==> src/rtl/trig_ack_collector_pkg.sv <==
// Shared types and helpers for the trigger/ACK collector: FSM states, saturating increment, popcount.
package trig_ack_collector_pkg;

    typedef enum logic [2:0] {IDLE, PULSE, WAIT, DONE, HOLD} state_t;

    localparam int MAX_W = 64;

    // Saturates at the all-ones value of a w-bit counter carried in a MAX_W container.
    function automatic logic [MAX_W-1:0] sat_inc(input logic [MAX_W-1:0] v, input int unsigned w);
        logic [MAX_W-1:0] lim;
        lim = (w >= MAX_W) ? {MAX_W{1'b1}} : ((MAX_W'(1) << w) - MAX_W'(1));
        return (v >= lim) ? lim : v + MAX_W'(1);
    endfunction

    function automatic int unsigned popcount(input logic [MAX_W-1:0] v);
        int unsigned n;
        n = 0;
        for (int i = 0; i < MAX_W; i++) n += 32'(v[i]);
        return n;
    endfunction

endpackage

==> src/rtl/trig_ack_collector_if.sv <==
// Control/status and pin bundle between the register slave, the collector and the TRG/ACK pins.
interface trig_ack_collector_if #(
    parameter int N_CH   = 12,
    parameter int CNT_W  = 4,
    parameter int STAT_W = 32
);
    logic              TRG_SOFT;
    logic [N_CH-1:0]   TRG_MASK;
    logic [CNT_W-1:0]  MIN_SCRODS_REQUIRED;
    logic              STAT_CLR;
    logic [N_CH-1:0]   ACK;
    logic [N_CH-1:0]   TRG;
    logic              BUSY;
    logic              EVT_DONE;
    logic              EVT_OK;
    logic [N_CH-1:0]   ACK_SEEN;
    logic [CNT_W-1:0]  ACK_COUNT;
    logic [STAT_W-1:0] TRG_STATISTICS;
    logic [STAT_W-1:0] FAIL_COUNT;
    logic [STAT_W-1:0] DROP_COUNT;

    modport master (
        output TRG_SOFT, TRG_MASK, MIN_SCRODS_REQUIRED, STAT_CLR, ACK,
        input  TRG, BUSY, EVT_DONE, EVT_OK, ACK_SEEN, ACK_COUNT,
               TRG_STATISTICS, FAIL_COUNT, DROP_COUNT
    );

    modport slave (
        input  TRG_SOFT, TRG_MASK, MIN_SCRODS_REQUIRED, STAT_CLR, ACK,
        output TRG, BUSY, EVT_DONE, EVT_OK, ACK_SEEN, ACK_COUNT,
               TRG_STATISTICS, FAIL_COUNT, DROP_COUNT
    );
endinterface

==> src/rtl/trig_ack_collector_sync.sv <==
// Per-channel 2-FF synchroniser plus rising-edge detect; edge is usable 2 cycles after the pin rises.
module trig_ack_collector_sync #(
    parameter int N_CH = 12
) (
    input  logic            clk,
    input  logic            rst,
    input  logic [N_CH-1:0] ack_async,
    output logic [N_CH-1:0] ack_rise
);
    logic [N_CH-1:0] s1, s2, s3;

    always_ff @(posedge clk) begin
        if (rst) begin
            s1 <= '0;
            s2 <= '0;
            s3 <= '0;
        end else begin
            s1 <= ack_async;
            s2 <= s1;
            s3 <= s2;
        end
    end

    assign ack_rise = s2 & ~s3;
endmodule

==> src/rtl/trig_ack_collector.sv <==
// Fans a soft trigger out on masked TRG lines, collects ACKs in a bounded window, judges and counts events.
// Accept->TRG 1 cycle; requests arriving while busy are dropped and counted, never queued.
module trig_ack_collector
    import trig_ack_collector_pkg::*;
#(
    parameter int N_CH       = 12,
    parameter int CNT_W      = 4,
    parameter int PULSE_LEN  = 4,
    parameter int ACK_WINDOW = 64,
    parameter int HOLDOFF    = 16,
    parameter int STAT_W     = 32
) (
    input  logic                CLK_80MHZ,
    input  logic                RESET,
    trig_ack_collector_if.slave bus
);
    localparam int PA_MAX  = (PULSE_LEN > ACK_WINDOW) ? PULSE_LEN : ACK_WINDOW;
    localparam int TMR_MAX = (PA_MAX > HOLDOFF) ? PA_MAX : HOLDOFF;
    localparam int TMR_W   = $clog2(TMR_MAX + 1);
    localparam logic [TMR_W-1:0] PULSE_LD = TMR_W'(PULSE_LEN - 1);
    localparam logic [TMR_W-1:0] WAIT_LD  = TMR_W'(ACK_WINDOW - 1);
    localparam logic [TMR_W-1:0] HOLD_LD  = (HOLDOFF > 0) ? TMR_W'(HOLDOFF - 1) : '0;

    state_t            state_q, state_d;
    logic [TMR_W-1:0]  tmr_q, tmr_d;
    logic [N_CH-1:0]   trg_q, trg_d, seen_q, seen_d, seen_upd, mask_q, ack_rise;
    logic [CNT_W-1:0]  min_q;
    logic              ok_q, ok_d, accept;
    logic [STAT_W-1:0] good_q, fail_q, drop_q;

    trig_ack_collector_sync #(.N_CH(N_CH)) u_sync (
        .clk       (CLK_80MHZ),
        .rst       (RESET),
        .ack_async (bus.ACK),
        .ack_rise  (ack_rise)
    );

    // Edges landing on the exit cycle still count toward both the early exit and the verdict.
    assign seen_upd = seen_q | (ack_rise & mask_q);

    always_comb begin
        state_d = state_q;
        tmr_d   = tmr_q;
        trg_d   = trg_q;
        seen_d  = seen_q;
        ok_d    = ok_q;
        accept  = 1'b0;
        case (state_q)
            IDLE: begin
                if (bus.TRG_SOFT) begin
                    accept  = 1'b1;
                    state_d = PULSE;
                    tmr_d   = PULSE_LD;
                    trg_d   = bus.TRG_MASK;
                    seen_d  = '0;
                end
            end
            PULSE: begin
                seen_d = seen_upd;
                if (tmr_q == '0) begin
                    state_d = WAIT;
                    tmr_d   = WAIT_LD;
                    trg_d   = '0;
                end else begin
                    tmr_d = tmr_q - TMR_W'(1);
                end
            end
            WAIT: begin
                seen_d = seen_upd;
                if (seen_upd == mask_q || tmr_q == '0) begin
                    state_d = DONE;
                    ok_d    = popcount(MAX_W'(seen_upd)) >= 32'(min_q);
                end else begin
                    tmr_d = tmr_q - TMR_W'(1);
                end
            end
            DONE: begin
                if (HOLDOFF == 0) begin
                    state_d = IDLE;
                end else begin
                    state_d = HOLD;
                    tmr_d   = HOLD_LD;
                end
            end
            HOLD: begin
                if (tmr_q == '0) state_d = IDLE;
                else             tmr_d   = tmr_q - TMR_W'(1);
            end
            default: state_d = IDLE;
        endcase
    end

    always_ff @(posedge CLK_80MHZ) begin
        if (RESET) begin
            state_q <= IDLE;
            tmr_q   <= '0;
            trg_q   <= '0;
            seen_q  <= '0;
            mask_q  <= '0;
            min_q   <= '0;
            ok_q    <= 1'b0;
        end else begin
            state_q <= state_d;
            tmr_q   <= tmr_d;
            trg_q   <= trg_d;
            seen_q  <= seen_d;
            ok_q    <= ok_d;
            if (accept) begin
                mask_q <= bus.TRG_MASK;
                min_q  <= bus.MIN_SCRODS_REQUIRED;
            end
        end
    end

    always_ff @(posedge CLK_80MHZ) begin
        if (RESET || bus.STAT_CLR) begin
            good_q <= '0;
            fail_q <= '0;
            drop_q <= '0;
        end else begin
            if (state_q == DONE) begin
                if (ok_q) good_q <= STAT_W'(sat_inc(MAX_W'(good_q), STAT_W));
                else      fail_q <= STAT_W'(sat_inc(MAX_W'(fail_q), STAT_W));
            end
            if (state_q != IDLE && bus.TRG_SOFT)
                drop_q <= STAT_W'(sat_inc(MAX_W'(drop_q), STAT_W));
        end
    end

    assign bus.TRG            = trg_q;
    assign bus.BUSY           = (state_q != IDLE);
    assign bus.EVT_DONE       = (state_q == DONE);
    assign bus.EVT_OK         = ok_q;
    assign bus.ACK_SEEN       = seen_q;
    assign bus.ACK_COUNT      = CNT_W'(popcount(MAX_W'(seen_q)));
    assign bus.TRG_STATISTICS = good_q;
    assign bus.FAIL_COUNT     = fail_q;
    assign bus.DROP_COUNT     = drop_q;
endmodule
==> src/flat_wrapper.sv <==
// flat-port wrapper written by rule: the top's interface ports become plain ports
module trig_ack_collector_flat import trig_ack_collector_pkg::*;
#(
    parameter int N_CH       = 12,
    parameter int CNT_W      = 4,
    parameter int PULSE_LEN  = 4,
    parameter int ACK_WINDOW = 64,
    parameter int HOLDOFF    = 16,
    parameter int STAT_W     = 32
)
  (CLK_80MHZ, RESET, bus_TRG_SOFT, bus_TRG_MASK, bus_MIN_SCRODS_REQUIRED, bus_STAT_CLR, bus_ACK, bus_TRG, bus_BUSY, bus_EVT_DONE, bus_EVT_OK, bus_ACK_SEEN, bus_ACK_COUNT, bus_TRG_STATISTICS, bus_FAIL_COUNT, bus_DROP_COUNT);
  trig_ack_collector_if #(.N_CH(N_CH), .CNT_W(CNT_W), .STAT_W(STAT_W)) bus_i ();
  input  logic CLK_80MHZ;
  input  logic RESET;
  input wire logic [$bits(bus_i.TRG_SOFT)-1:0] bus_TRG_SOFT;
  input wire logic [$bits(bus_i.TRG_MASK)-1:0] bus_TRG_MASK;
  input wire logic [$bits(bus_i.MIN_SCRODS_REQUIRED)-1:0] bus_MIN_SCRODS_REQUIRED;
  input wire logic [$bits(bus_i.STAT_CLR)-1:0] bus_STAT_CLR;
  input wire logic [$bits(bus_i.ACK)-1:0] bus_ACK;
  output wire logic [$bits(bus_i.TRG)-1:0] bus_TRG;
  output wire logic [$bits(bus_i.BUSY)-1:0] bus_BUSY;
  output wire logic [$bits(bus_i.EVT_DONE)-1:0] bus_EVT_DONE;
  output wire logic [$bits(bus_i.EVT_OK)-1:0] bus_EVT_OK;
  output wire logic [$bits(bus_i.ACK_SEEN)-1:0] bus_ACK_SEEN;
  output wire logic [$bits(bus_i.ACK_COUNT)-1:0] bus_ACK_COUNT;
  output wire logic [$bits(bus_i.TRG_STATISTICS)-1:0] bus_TRG_STATISTICS;
  output wire logic [$bits(bus_i.FAIL_COUNT)-1:0] bus_FAIL_COUNT;
  output wire logic [$bits(bus_i.DROP_COUNT)-1:0] bus_DROP_COUNT;
  assign bus_i.TRG_SOFT = bus_TRG_SOFT;
  assign bus_i.TRG_MASK = bus_TRG_MASK;
  assign bus_i.MIN_SCRODS_REQUIRED = bus_MIN_SCRODS_REQUIRED;
  assign bus_i.STAT_CLR = bus_STAT_CLR;
  assign bus_i.ACK = bus_ACK;
  assign bus_TRG = bus_i.TRG;
  assign bus_BUSY = bus_i.BUSY;
  assign bus_EVT_DONE = bus_i.EVT_DONE;
  assign bus_EVT_OK = bus_i.EVT_OK;
  assign bus_ACK_SEEN = bus_i.ACK_SEEN;
  assign bus_ACK_COUNT = bus_i.ACK_COUNT;
  assign bus_TRG_STATISTICS = bus_i.TRG_STATISTICS;
  assign bus_FAIL_COUNT = bus_i.FAIL_COUNT;
  assign bus_DROP_COUNT = bus_i.DROP_COUNT;
  trig_ack_collector #(.N_CH(N_CH), .CNT_W(CNT_W), .PULSE_LEN(PULSE_LEN), .ACK_WINDOW(ACK_WINDOW), .HOLDOFF(HOLDOFF), .STAT_W(STAT_W)) u_core (.CLK_80MHZ(CLK_80MHZ), .RESET(RESET), .bus(bus_i));
endmodule
==> config.mk <==
export PLATFORM = sky130hd
export DESIGN_NAME = trig_ack_collector_flat
export DESIGN_NICKNAME = d
export VERILOG_FILES = /design/src/rtl/trig_ack_collector_pkg.sv /design/src/rtl/trig_ack_collector_if.sv /design/src/rtl/trig_ack_collector_sync.sv /design/src/rtl/trig_ack_collector.sv /design/src/flat_wrapper.sv
export SDC_FILE = /design/constraint.sdc
export NUM_CORES = 1
export LEC_CHECK = 0
export BUFFER_PORTS_ARGS = -buffer_cell sky130_fd_sc_hd__buf_2
export CELL_PAD_IN_SITES_DETAIL_PLACEMENT = 0
export CELL_PAD_IN_SITES_GLOBAL_PLACEMENT = 1
export CORE_MARGIN = 1
export CORE_UTILIZATION = 42
export DETAILED_ROUTE_END_ITERATION = 10
export PLACE_DENSITY = 0.82
export SYNTH_ARGS = -nofsm -noshare
export SYNTH_HDL_FRONTEND = slang
export SYNTH_SLANG_ARGS = --single-unit
==> constraint.sdc <==
create_clock -name CLK_80MHZ -period 4.6 [get_ports CLK_80MHZ]
set_input_delay 0.23 -clock CLK_80MHZ [delete_from_list [all_inputs] [get_ports CLK_80MHZ]]
set_output_delay 0.23 -clock CLK_80MHZ [all_outputs]
set_load 0.05 [all_outputs]
* Word level (Yosys, flattened, before mapping)
Index checks and enable logic that the tools add are counted.
W data, S select, Z words.
** Word-level totals
- Bits in read-only memories :: 0
- Memories :: 0
- Output and inout port bits :: 127
- Bits in latches :: 0
- Memory bits (writable) :: 0
- Bits in registers :: 183
- Logic and storage cells :: 96
** Cells by class
- Reduce and logical (&&, ||, !) cells :: 17
- Add/subtract/negate cells :: 26
- Divide/modulo/power cells :: 0
- Muxes and demuxes :: 20
- $lt $le $gt $ge :: 4
- Bitwise gates (word level) :: 5
- Equality and inequality tests :: 11
- $mul :: 0
- Shift-type cells :: 0
** Operators with widths (count)
- $add A32 B1 Y32 :: 10
- $add A32 B1 Y32 const B :: 3
- $ge A32 B32 Y1 const B :: 3
- $mux W32 :: 3
- $pmux W12 S2 :: 2
- $add A4 B1 Y4 :: 10
- $mux W12 :: 3
- $pmux W7 S5 :: 1
- $ge A32 B4 Y1 :: 1
- $mux W7 :: 4
- $and A12 B12 Y12 :: 2
- $pmux W3 S5 :: 1
- $eq A12 B12 Y1 :: 1
- $mux W3 :: 4
- $not A12 Y12 :: 1
- $or A12 B12 Y12 :: 1
- $reduce_and A2 Y1 :: 4
- $reduce_and A4 Y1 :: 2
- $logic_not A7 Y1 :: 1
- $sub A7 B1 Y7 const B :: 1
- $eq A3 B2 Y1 const B :: 2
- $ne A2 B1 Y1 const B :: 3
- $ne A2 B2 Y1 const B :: 3
- $reduce_bool A5 Y1 :: 1
- other kinds (12) :: 16

* Depth between registers and ports, before layout
Gate-level depths: netlist of the first run.
- Word-level depth :: 16
- Gate-level depth with buffers :: 18
- Gate-level depth less buffers :: 18

* Cells and area by module
Synthesis of the first run repeated with hierarchy kept, for this count alone.
** Unflattened totals
- Cell total of the unflattened synthesis :: 958
- Area, all modules :: 8496.9 µm²
** Modules (own cells, without submodules)
- trig_ack_collector :: cells an instance 871, area an instance 7427.1 µm², times used 1
- trig_ack_collector_sync :: cells an instance 87, area an instance 1069.8 µm², times used 1

* Worst setup path before layout of the first run
Ideal clock, no wire load.
- Kind :: register to register
- Start :: register u_core.seen_q[1], in the netlist u_core.bus.ACK_SEEN[1]
- End :: register u_core.ok_q, in the netlist u_core.bus.EVT_OK
- Period minus slack after synthesis :: 4405 ps
- Buffers on the path :: 0
- Data required time :: 4462 ps
- Stages on the path, launching flop included :: 18
- Arrival time :: 4267 ps
- Slack :: 195 ps
- Cells stage by stage :: dfxtp_1 a21oi_1 inv_1 ha_1 fa_1 inv_1 fa_1 inv_1 fa_1 fa_1 inv_1 fa_1 inv_1 ha_1 a21o_1 a21o_1 a21oi_1 a311oi_1
** On the way
- Longest elaborated chain between the ends :: 13
- Elaborated cells between the ends (all ways) :: 16
** Ends and longest elaborated chain
- from (decl) :: line trig_ack_collector.sv:26 : logic [N_CH-1:0] trg_q, trg_d, seen_q, seen_d, seen_upd, mask_q, ack_rise;
- from (signal assigned) :: line trig_ack_collector.sv:106 : seen_q <= seen_d;
- $or A12 B12 Y12 * :: line trig_ack_collector.sv:39 : assign seen_upd = seen_q | (ack_rise & mask_q);
- $add A1 B1 Y2 :: line trig_ack_collector_pkg.sv:18 : for (int i = 0; i < MAX_W; i++) n += 32'(v[i]);
- $add A32 B1 Y32 (10 in series) :: line trig_ack_collector_pkg.sv:18
- $ge A32 B4 Y1 :: line trig_ack_collector.sv:72 : ok_d = popcount(MAX_W'(seen_upd)) >= 32'(min_q);
- to (signal assigned) :: line trig_ack_collector.sv:107 : ok_q <= ok_d;
- to (decl) :: line trig_ack_collector.sv:28 : logic ok_q, ok_d, accept;
Mark *: on every way between the ends. The rest lies on a longest branch, timed or not.
A chain may end at the register's enable or synchronous reset.

* Worst setup path after layout of the first run
- Start :: register u_core.u_sync.s2[1]
- End :: register u_core.ok_q, in the netlist u_core.bus.EVT_OK
** On the way
- Longest elaborated chain between the ends :: 15
- Elaborated cells between the ends (all ways) :: 18
** Ends and longest elaborated chain
- from (decl) :: line trig_ack_collector_sync.sv:10 : logic [N_CH-1:0] s1, s2, s3;
- from (signal assigned) :: line trig_ack_collector_sync.sv:15 : s2 <= '0;
- from (signal assigned) :: line trig_ack_collector_sync.sv:19 : s2 <= s1;
- $and A12 B12 Y12 * :: line trig_ack_collector_sync.sv:24 : assign ack_rise = s2 & ~s3;
- $and A12 B12 Y12 * :: line trig_ack_collector.sv:39
- $or A12 B12 Y12 * :: line trig_ack_collector.sv:39
- $add A1 B1 Y2 :: line trig_ack_collector_pkg.sv:18
- $add A32 B1 Y32 (10 in series) :: line trig_ack_collector_pkg.sv:18
- $ge A32 B4 Y1 :: line trig_ack_collector.sv:72
Marks and branches as above.

==> results of run 1 <==
layer usage:
metal / GRT usage / up-vias / routed length (um)
met2: 0.326 / 134 / 9650
met5: 0 / - / 0
met4: 0.0582 / 0 / 240
met1: 0.264 / 3346 / 9690
li1: - / 3624 / -
met3: 0.0407 / 18 / 819
registers in the layout, indices dropped and copies added, names as in the netlist:
register                   flops
u_core.bus.ACK_SEEN           12
u_core.bus.DROP_COUNT         32
u_core.bus.EVT_OK              1
u_core.bus.FAIL_COUNT         32
u_core.bus.TRG                12
u_core.bus.TRG_STATISTICS     32
u_core.mask_q                 12
u_core.min_q                   4
u_core.state_q                 3
u_core.tmr_q                   7
u_core.u_sync.s1              12
u_core.u_sync.s2              12
u_core.u_sync.s3              12
worst max-delay path by stage:
stage / startpoint / endpoint / slack [ns] / cells past startpoint
after floorplan: u_core.bus.ACK_SEEN[1]$_SDFFE_PP0P_ / u_core.bus.EVT_OK$_SDFFE_PP0P_ / 0.19 / 17
after global placement: u_core.u_sync.s2[1]$_SDFF_PP0_ / u_core.bus.EVT_OK$_SDFFE_PP0P_ / 0.19 / 18
after detailed placement: u_core.u_sync.s2[1]$_SDFF_PP0_ / u_core.bus.EVT_OK$_SDFFE_PP0P_ / 0.15 / 18
after CTS: u_core.u_sync.s2[1]$_SDFF_PP0_ / u_core.bus.EVT_OK$_SDFFE_PP0P_ / 0.09 / 18
after global routing: u_core.u_sync.s2[1]$_SDFF_PP0_ / u_core.bus.EVT_OK$_SDFFE_PP0P_ / -0.007 / 18
final: u_core.u_sync.s2[1]$_SDFF_PP0_ / u_core.bus.EVT_OK$_SDFFE_PP0P_ / 0.26 / 18
cell families (layout without fill, tap and decap cells):
| group | count (synthesis) | in the layout | synth area share |
|---|---|---|---|
| simple gates | 368 | 368 | 0.240 |
| buf+inv | 99 | 258 | 0.0467 |
| fa+ha+maj | 30 | 30 | 0.0562 |
| xor+xnor | 78 | 78 | 0.0800 |
| flops | 183 | 183 | 0.429 |
| mux | 3 | 3 | 0.00366 |
| compound gates | 204 | 204 | 0.145 |
what timing repair did:
| action | CTS | global route |
|---|---|---|
| buffers inserted | 0 | 1 |
| hold endpoints to repair | 10 | 0 |
| endpoints found under the setup margin | 0 | 1 |
| hold buffers | 10 | 0 |
| gates resized for setup | 0 | 3 |
cells in the final DEF (no fill, tap or decap), drive strengths merged, types with 4 or more instances in the layout:
| cell | n |
|---|---|
| dfxtp | 183 |
| buf | 161 |
| a21oi | 132 |
| nand2 | 86 |
| inv | 61 |
| nor2 | 59 |
| nor2b | 56 |
| nand3 | 49 |
| xor2 | 45 |
| xnor2 | 33 |
| nor3 | 22 |
| nand4 | 21 |
| clkbuf | 17 |
| and3 | 17 |
| ha | 16 |
| fa | 14 |
| nand2b | 12 |
| a21o | 11 |
| and4 | 10 |
| dlygate4sd3 | 10 |
| nor4 | 9 |
| o21ai | 8 |
| clkinv | 8 |
| a31oi | 7 |
| a22oi | 7 |
| a211oi | 7 |
| o32ai | 6 |
| and2 | 6 |
| nand3b | 5 |
| or2 | 4 |
final cells by class:
class / instances / area, um^2 / area share
Inverter: 55 / 206 / 0.0202
Sequential cell: 183 / 3660 / 0.359
Clock inverter: 15 / 178 / 0.0174
Timing Repair Buffer: 171 / 913 / 0.0894
Tap cell: 265 / 332 / 0.0324
Multi-Input combinational cell: 683 / 4500 / 0.440
Clock buffer: 17 / 425 / 0.0416
metrics by stage:
stage               setup slack (ns)  std cells  instance area [um^2]  setup TNS, ns  power, mW
floorplan                      0.195        965                  8540              0       2.30
CTS                           0.0943       1388                 10200              0       3.94
global placement               0.193       1346                  9490              0       2.47
finish                         0.261       1389                 10200              0       3.90
detailed placement             0.155       1346                  9490              0       2.47
global route                -0.00679       1389                 10200       -0.00679       4.09
worst max-delay path: cells and delay by family, from the launching register on:
kind	cells	cell delay, ns
DFF	1	0.32
and+or+nand+nor	1	0.21
buffers and inverters	5	0.35
adders and majority gates	7	2.67
AOI/OAI and AO/OA	5	0.63
power breakdown:
| group | leakage, nW | internal, mW | switching, mW |
|---|---|---|---|
| clock | 0.288 | 0.733 | 0.717 |
| sequential | 1.49 | 1.66 | 0.0811 |
| combinational | 2.55 | 0.222 | 0.483 |
==> summary.md, run 1 <==
| Metric | Value |
|---|---|
| Share of cells above drive strength 1 | `0.200` |
| Vias/cell | `5.13` |
| Crit path kind | `reg -> reg` |
| Final global-route overflow total | `0` |
| Root Driver | `clkbuf_16` |
| Die H | `145 um` |
| Critical-path cell list | `nor2b_1 > a21oi_2 > inv_1 > ha_4 > fa_1 > inv_1 > fa_1 > inv_1 > fa_1 > fa_2 > inv_1 > fa_1 > inv_1 > ha_1 > a21o_1 > a21o_1 > a21oi_1 > a311oi_1` |
| Static Leak | `4.32 nW` |
| Final Critical Period | `4.34 ns` |
| Worst-Skew Late Latency | `0.43 ns` |
| Total iterations of the first detailed-routing run | `6` |
| Final setup vio count | `0` |
| Worst-margin pin slew | `1.07 ns` |
| Port bufs | `158` |
| Cell Rows | `51` |
| CTS Buf Count | `17` |
| Worst Hold End | `u_core.u_sync.s1[5]$_SDFF_PP0_` |
| Sequential-to-total area share from yosys stat | `0.429` |
| Mapped Area | `8540 um^2` |
| Max_slew headroom | `0.286` |
| DR WL/cell | `14.7 um` |
| Total Routing Usage GR | `0.199` |
| Top cell type's share of synthesized area | `0.429` |
| EDFF count, synth | `0` |
| PwrDens | `381 nW/um^2` |
| Critical Path AT | `4.61 ns` |
| Largest net degree at the start of global routing | `92` |
| WP data required | `4.87 ns` |
| DRC | `0` |
| Flop-to-flop setup slack | `0.26 ns` |
| RR Startpoint | `u_core.u_sync.s2[1]$_SDFF_PP0_` |
| Max cap viols | `0` |
| Routed Antenna Nets | `0` |
| First-pass GRT wire length | `32600 um` |
| Status | `completed` |
| CTS Buffer Depth | `2` |
| Die W | `145 um` |
| Syn Nets | `1027` |
| Worst setup EP type | `flip-flop` |
| Synth Instances | `965` |
| Hold Crit Depth | `2` |
| Asr flop ratio synth | `0` |
| Final Hold Fails | `0` |
| FF-to-FF End | `u_core.bus.EVT_OK$_SDFFE_PP0P_` |
| Largest cells by area after synthesis | `dfxtp_1, a21oi_1, xor2_1` |
| Final wirelength | `20400 um` |
| Synth top cells by count | `dfxtp_1, a21oi_1, nand2_1` |
| Max-slew violations | `0` |
| Final period util | `0.943` |
| I/O pins | `159` |
| Drt first-iter violations | `374` |
| H-Tree Depth | `4` |
| Hold Slack | `0.0111 ns` |
| Post-synthesis cell type count | `76` |
| Fill count | `1897` |
| Register bit total from synthesis | `183` |
| Placeable Area | `19700 um^2` |
| CTS tree | `built` |
| CP most frequent cell | `inv_1` |
| Antenna violations before repair | `0` |
| Syn. warnings | `0` |
| Initial core utilization | `0.433` |
| Crit Path Max Fanout | `2` |
| Most numerous cell in the Yosys netlist | `dfxtp_1` |
| Max Fclk | `230 MHz` |
| Final HPWL DP | `14300 um` |
| Final Net Count | `1173` |
| Clock transition at the registers of the reported paths | `0.07 ns` |
| RD Place Congestion | `0.847` |
| Final core occ | `0.518` |
| Clk_skew | `0.0154 ns` |
| Vias in the first global route | `6420` |
| Crit path max-delay cell type | `fa_1` |
| Synth-to-layout area growth | `19.6%` |
| Vias post-DR | `7122` |
| HP Class | `in -> reg` |
| Antenna Cells | `0` |
| Startpoint types | `flip-flop` |
| Post-synth top area cell | `dfxtp_1` |
| Die area | `20900 um^2` |
| Maximum VDD drop | `307 uV` |
| Syn Area/Cell | `8.85 um^2` |
| CP peak stage delay | `0.52 ns` |
| R2R cell count | `18` |
| Sink Count | `183` |
| Predominant post-synthesis flop cell | `dfxtp_1` |
| Min-delay src | `bus_ACK[5]` |
Power figures use the tool's default switching activity.
==> run 2, diff against run 1 <==
--- a/config.mk
+++ b/config.mk
@@ -14,4 +14,5 @@
 export PLACE_DENSITY = 0.82
 export SYNTH_ARGS = -nofsm -noshare
 export SYNTH_HDL_FRONTEND = slang
+export SYNTH_HIERARCHICAL = 1
 export SYNTH_SLANG_ARGS = --single-unit
==> run 2 against run 1 <==
Net effect: critical endpoint is now u_core/bus.EVT_OK$_SDFFE_PP0P_; wire length up 3.4%; design area down 0.78%; global-route usage up 0.43 points; sequential share of layout area up 0.28 points; hold slack better by 0.0069 ns; register-to-register slack worse by 0.06 ns; flip-flop and latch count unchanged; clock power about the same; via count up 1.6%; critical path type unchanged; fmax down 1.3%.
==> summary.md, run 2 <==
| Metric | Value |
|---|---|
| Final wirelength | `21100 um` |
| Max cap viols | `0` |
| Total Routing Usage GR | `0.204` |
| Largest cells by area after synthesis | `dfxtp_1, a21oi_1, nand2_1` |
| Syn. warnings | `6` |
| CTS Buffer Depth | `2` |
| Max_slew headroom | `0.241` |
| Clk_skew | `0.0122 ns` |
| Register area | `3660 um^2` |
| Fraction of the mapped netlist area in adder cells | `0.0565` |
| Area occupied by multi-input gates | `4540 um^2` |
| Final period util | `0.956` |
| Post-synth top area cell | `dfxtp_1` |
| Worst-Skew Late Latency | `0.43 ns` |
| Final TNS setup | `0 ns` |
| Share of cells above drive strength 1 | `0.217` |
| Most frequent cells in the layout | `dfxtp_1, buf_2, nand2_1, a21oi_1, nor2_1` |
| Xor/xnor cell area share of the yosys netlist | `0.0742` |
| Design area | `10100 um^2` |
| Mapped Area | `8500 um^2` |
| RD Place Congestion | `0.822` |
| Largest net degree at the start of global routing | `91` |
| Cell Rows | `51` |
| Die H | `144 um` |
| Critical-path cell list | `nor2b_2 > a21o_1 > fa_1 > fa_1 > inv_1 > fa_1 > inv_1 > fa_1 > ha_2 > fa_2 > ha_4 > a21oi_2 > nor2b_1 > o21ai_1 > nor4bb_2 > nor3_1` |
| EDFF count, synth | `0` |
| Vias/cell | `5.22` |
| Most common cell after layout, fill and taps aside | `dfxtp_1` |
| Synth Area in Compound Gates | `0.142` |
| Multiplexer share of the synthesized area | `0.00825` |
| Synth top cells by count | `dfxtp_1, nand2_1, a21oi_1` |
| Most numerous cell in the Yosys netlist | `dfxtp_1` |
| Post-Layout Cell Count | `1385` |
| PwrDens | `402 nW/um^2` |
| CTS tree | `built` |
| Top cell type's share of synthesized area | `0.431` |
| DRC | `0` |
| Placeable Area | `19700 um^2` |
| Syn Nets | `1020` |
| Syn Area/Cell | `8.87 um^2` |
| Crit path kind | `reg -> reg` |
| Synth Area in Simple Gates | `0.247` |
| Vias in the first global route | `6543` |
| DR WL/cell | `15.2 um` |
| Antenna violations before repair | `1` |
| I/O pins | `159` |
| Sink Count | `183` |
| Final Critical Period | `4.40 ns` |
| Drt first-iter violations | `301` |
| Final Net Count | `1168` |
| Die W | `144 um` |
| Port bufs | `158` |
| Sequential-to-total area share from yosys stat | `0.431` |
| Crit path buffers/inverters | `2` |
| Asr flop ratio synth | `0` |
| Dpl cells | `1347` |
| Maximum VDD drop | `244 uV` |
| Max Fclk | `227 MHz` |
| Crit Path Max Fanout | `2` |
| Routed Antenna Nets | `0` |
| Largest family of logic cells by synthesized area | `simple AND/OR/NAND/NOR gates` |
| CP most frequent cell | `fa_1` |
| H-Tree Depth | `4` |
| Critical Path AT | `4.68 ns` |
| Static Leak | `4.24 nW` |
| Placed Area | `9470 um^2` |
| Crit path max-delay cell type | `fa_2` |
| Clock transition at the registers of the reported paths | `0.07 ns` |
| WP data required | `4.89 ns` |
| Status | `completed` |
| Die area | `20800 um^2` |
| Synth Instances | `958` |
| CP peak stage delay | `0.61 ns` |
| Critical path's top delay family | `adder cells` |
| Root Driver | `clkbuf_16` |
| Synth-to-layout area growth | `19.3%` |
| Vias post-DR | `7236` |
| Final Hold Fails | `0` |
| HP Class | `in -> reg` |
| Predominant post-synthesis flop cell | `dfxtp_1` |
| CTS Buf Count | `17` |
| Post-synthesis cell type count | `62` |
| Final setup vio count | `0` |
| Final HPWL DP | `14600 um` |
| Final global-route overflow total | `0` |
| Worst setup EP type | `flip-flop` |
| Max-slew violations | `0` |
| Worst-margin pin slew | `1.14 ns` |
| Initial core utilization | `0.432` |
| Startpoint types | `flip-flop` |
| Total iterations of the first detailed-routing run | `4` |
| Register bit total from synthesis | `183` |
| First-pass GRT wire length | `33300 um` |
| Fill count | `1922` |
==> run 2: metrics by stage <==
stage / power [mW] / setup slack, ns / utilization / hold WS [ns]
after floorplan: 2.45 / 0.0748 / - / 0.358
after global placement: 2.66 / 0.160 / 0.482 / 0.420
after detailed placement: 2.67 / 0.0742 / 0.482 / 0.423
after CTS: 4.10 / 0.0493 / 0.512 / 0.00116
after global routing: 4.29 / -0.0211 / 0.516 / 0.0127
final: 4.07 / 0.202 / 0.516 / 0.0180
==> run 2: what timing repair did <==
action,4_1_cts,5_1_grt
buffers inserted,0,1
endpoints found under the setup margin,0,1
hold endpoints to repair,3,1
hold buffers,3,1
resized for setup,0,15
==> run 2: power breakdown <==
part	switching [mW]	leakage, nW	internal, mW
logic	0.581	2.48	0.276
clock network	0.662	0.276	0.761
registers	0.113	1.49	1.68
total	1.36	4.24	2.72
==> run 2: layer usage <==
layer / vias to the layer above / routed length, um / global-route usage / part of all wire
met3: 15 / 1250 / 0.0540 / 0.059
li1: 3625 / - / - / -
met5: - / 0 / 0 / 0
met2: 174 / 9940 / 0.335 / 0.47
met4: 0 / 220 / 0.0615 / 0.010
met1: 3422 / 9670 / 0.260 / 0.46
==> run 2: worst register-to-register path, delay by kind of cell, from the launching register on <==
kind / cells / cell delay (ns)
AO/OA/AOI/OAI: 3 / 0.39
flip-flops: 1 / 0.31
AND/OR/NAND/NOR: 4 / 0.47
buffers and inverters: 2 / 0.11
adder cells (fa/ha/maj): 7 / 3.00
==> run 2: cell families (layout without fill, tap and decap cells) <==
family	after synthesis	after routing
AND/OR/NAND/NOR	387	387
AO/OA/AOI/OAI	198	198
flip-flops	183	183
buffers and inverters	81	242
XOR/XNOR	72	72
adder cells (fa/ha/maj)	30	30
multiplexers	7	7
other	0	1
==> run 2: area by class of cell <==
type / count / share of cell area
Clock inverter: 14 / 0.0137
Multi-Input combinational cell: 694 / 0.448
Inverter: 42 / 0.0155
Clock buffer: 18 / 0.0423
Sequential cell: 183 / 0.361
Timing Repair Buffer: 168 / 0.0864
Antenna cell: 1 / 0.000247
Tap cell: 265 / 0.0327
==> run 2: final timing paths <==
check,startpoint,endpoint,slack (ns),cells after the start
setup / recovery,u_core/u_sync/s2[1]$_SDFF_PP0_,u_core/bus.EVT_OK$_SDFFE_PP0P_,0.20,16
hold / removal,bus_ACK[5],u_core/u_sync/s1[5]$_SDFF_PP0_,0.02,2
setup reg to reg,u_core/u_sync/s2[1]$_SDFF_PP0_,u_core/bus.EVT_OK$_SDFFE_PP0P_,0.20,16
hold reg to reg,u_core/u_sync/s1[3]$_SDFF_PP0_,u_core/u_sync/s2[3]$_SDFF_PP0_,0.44,1
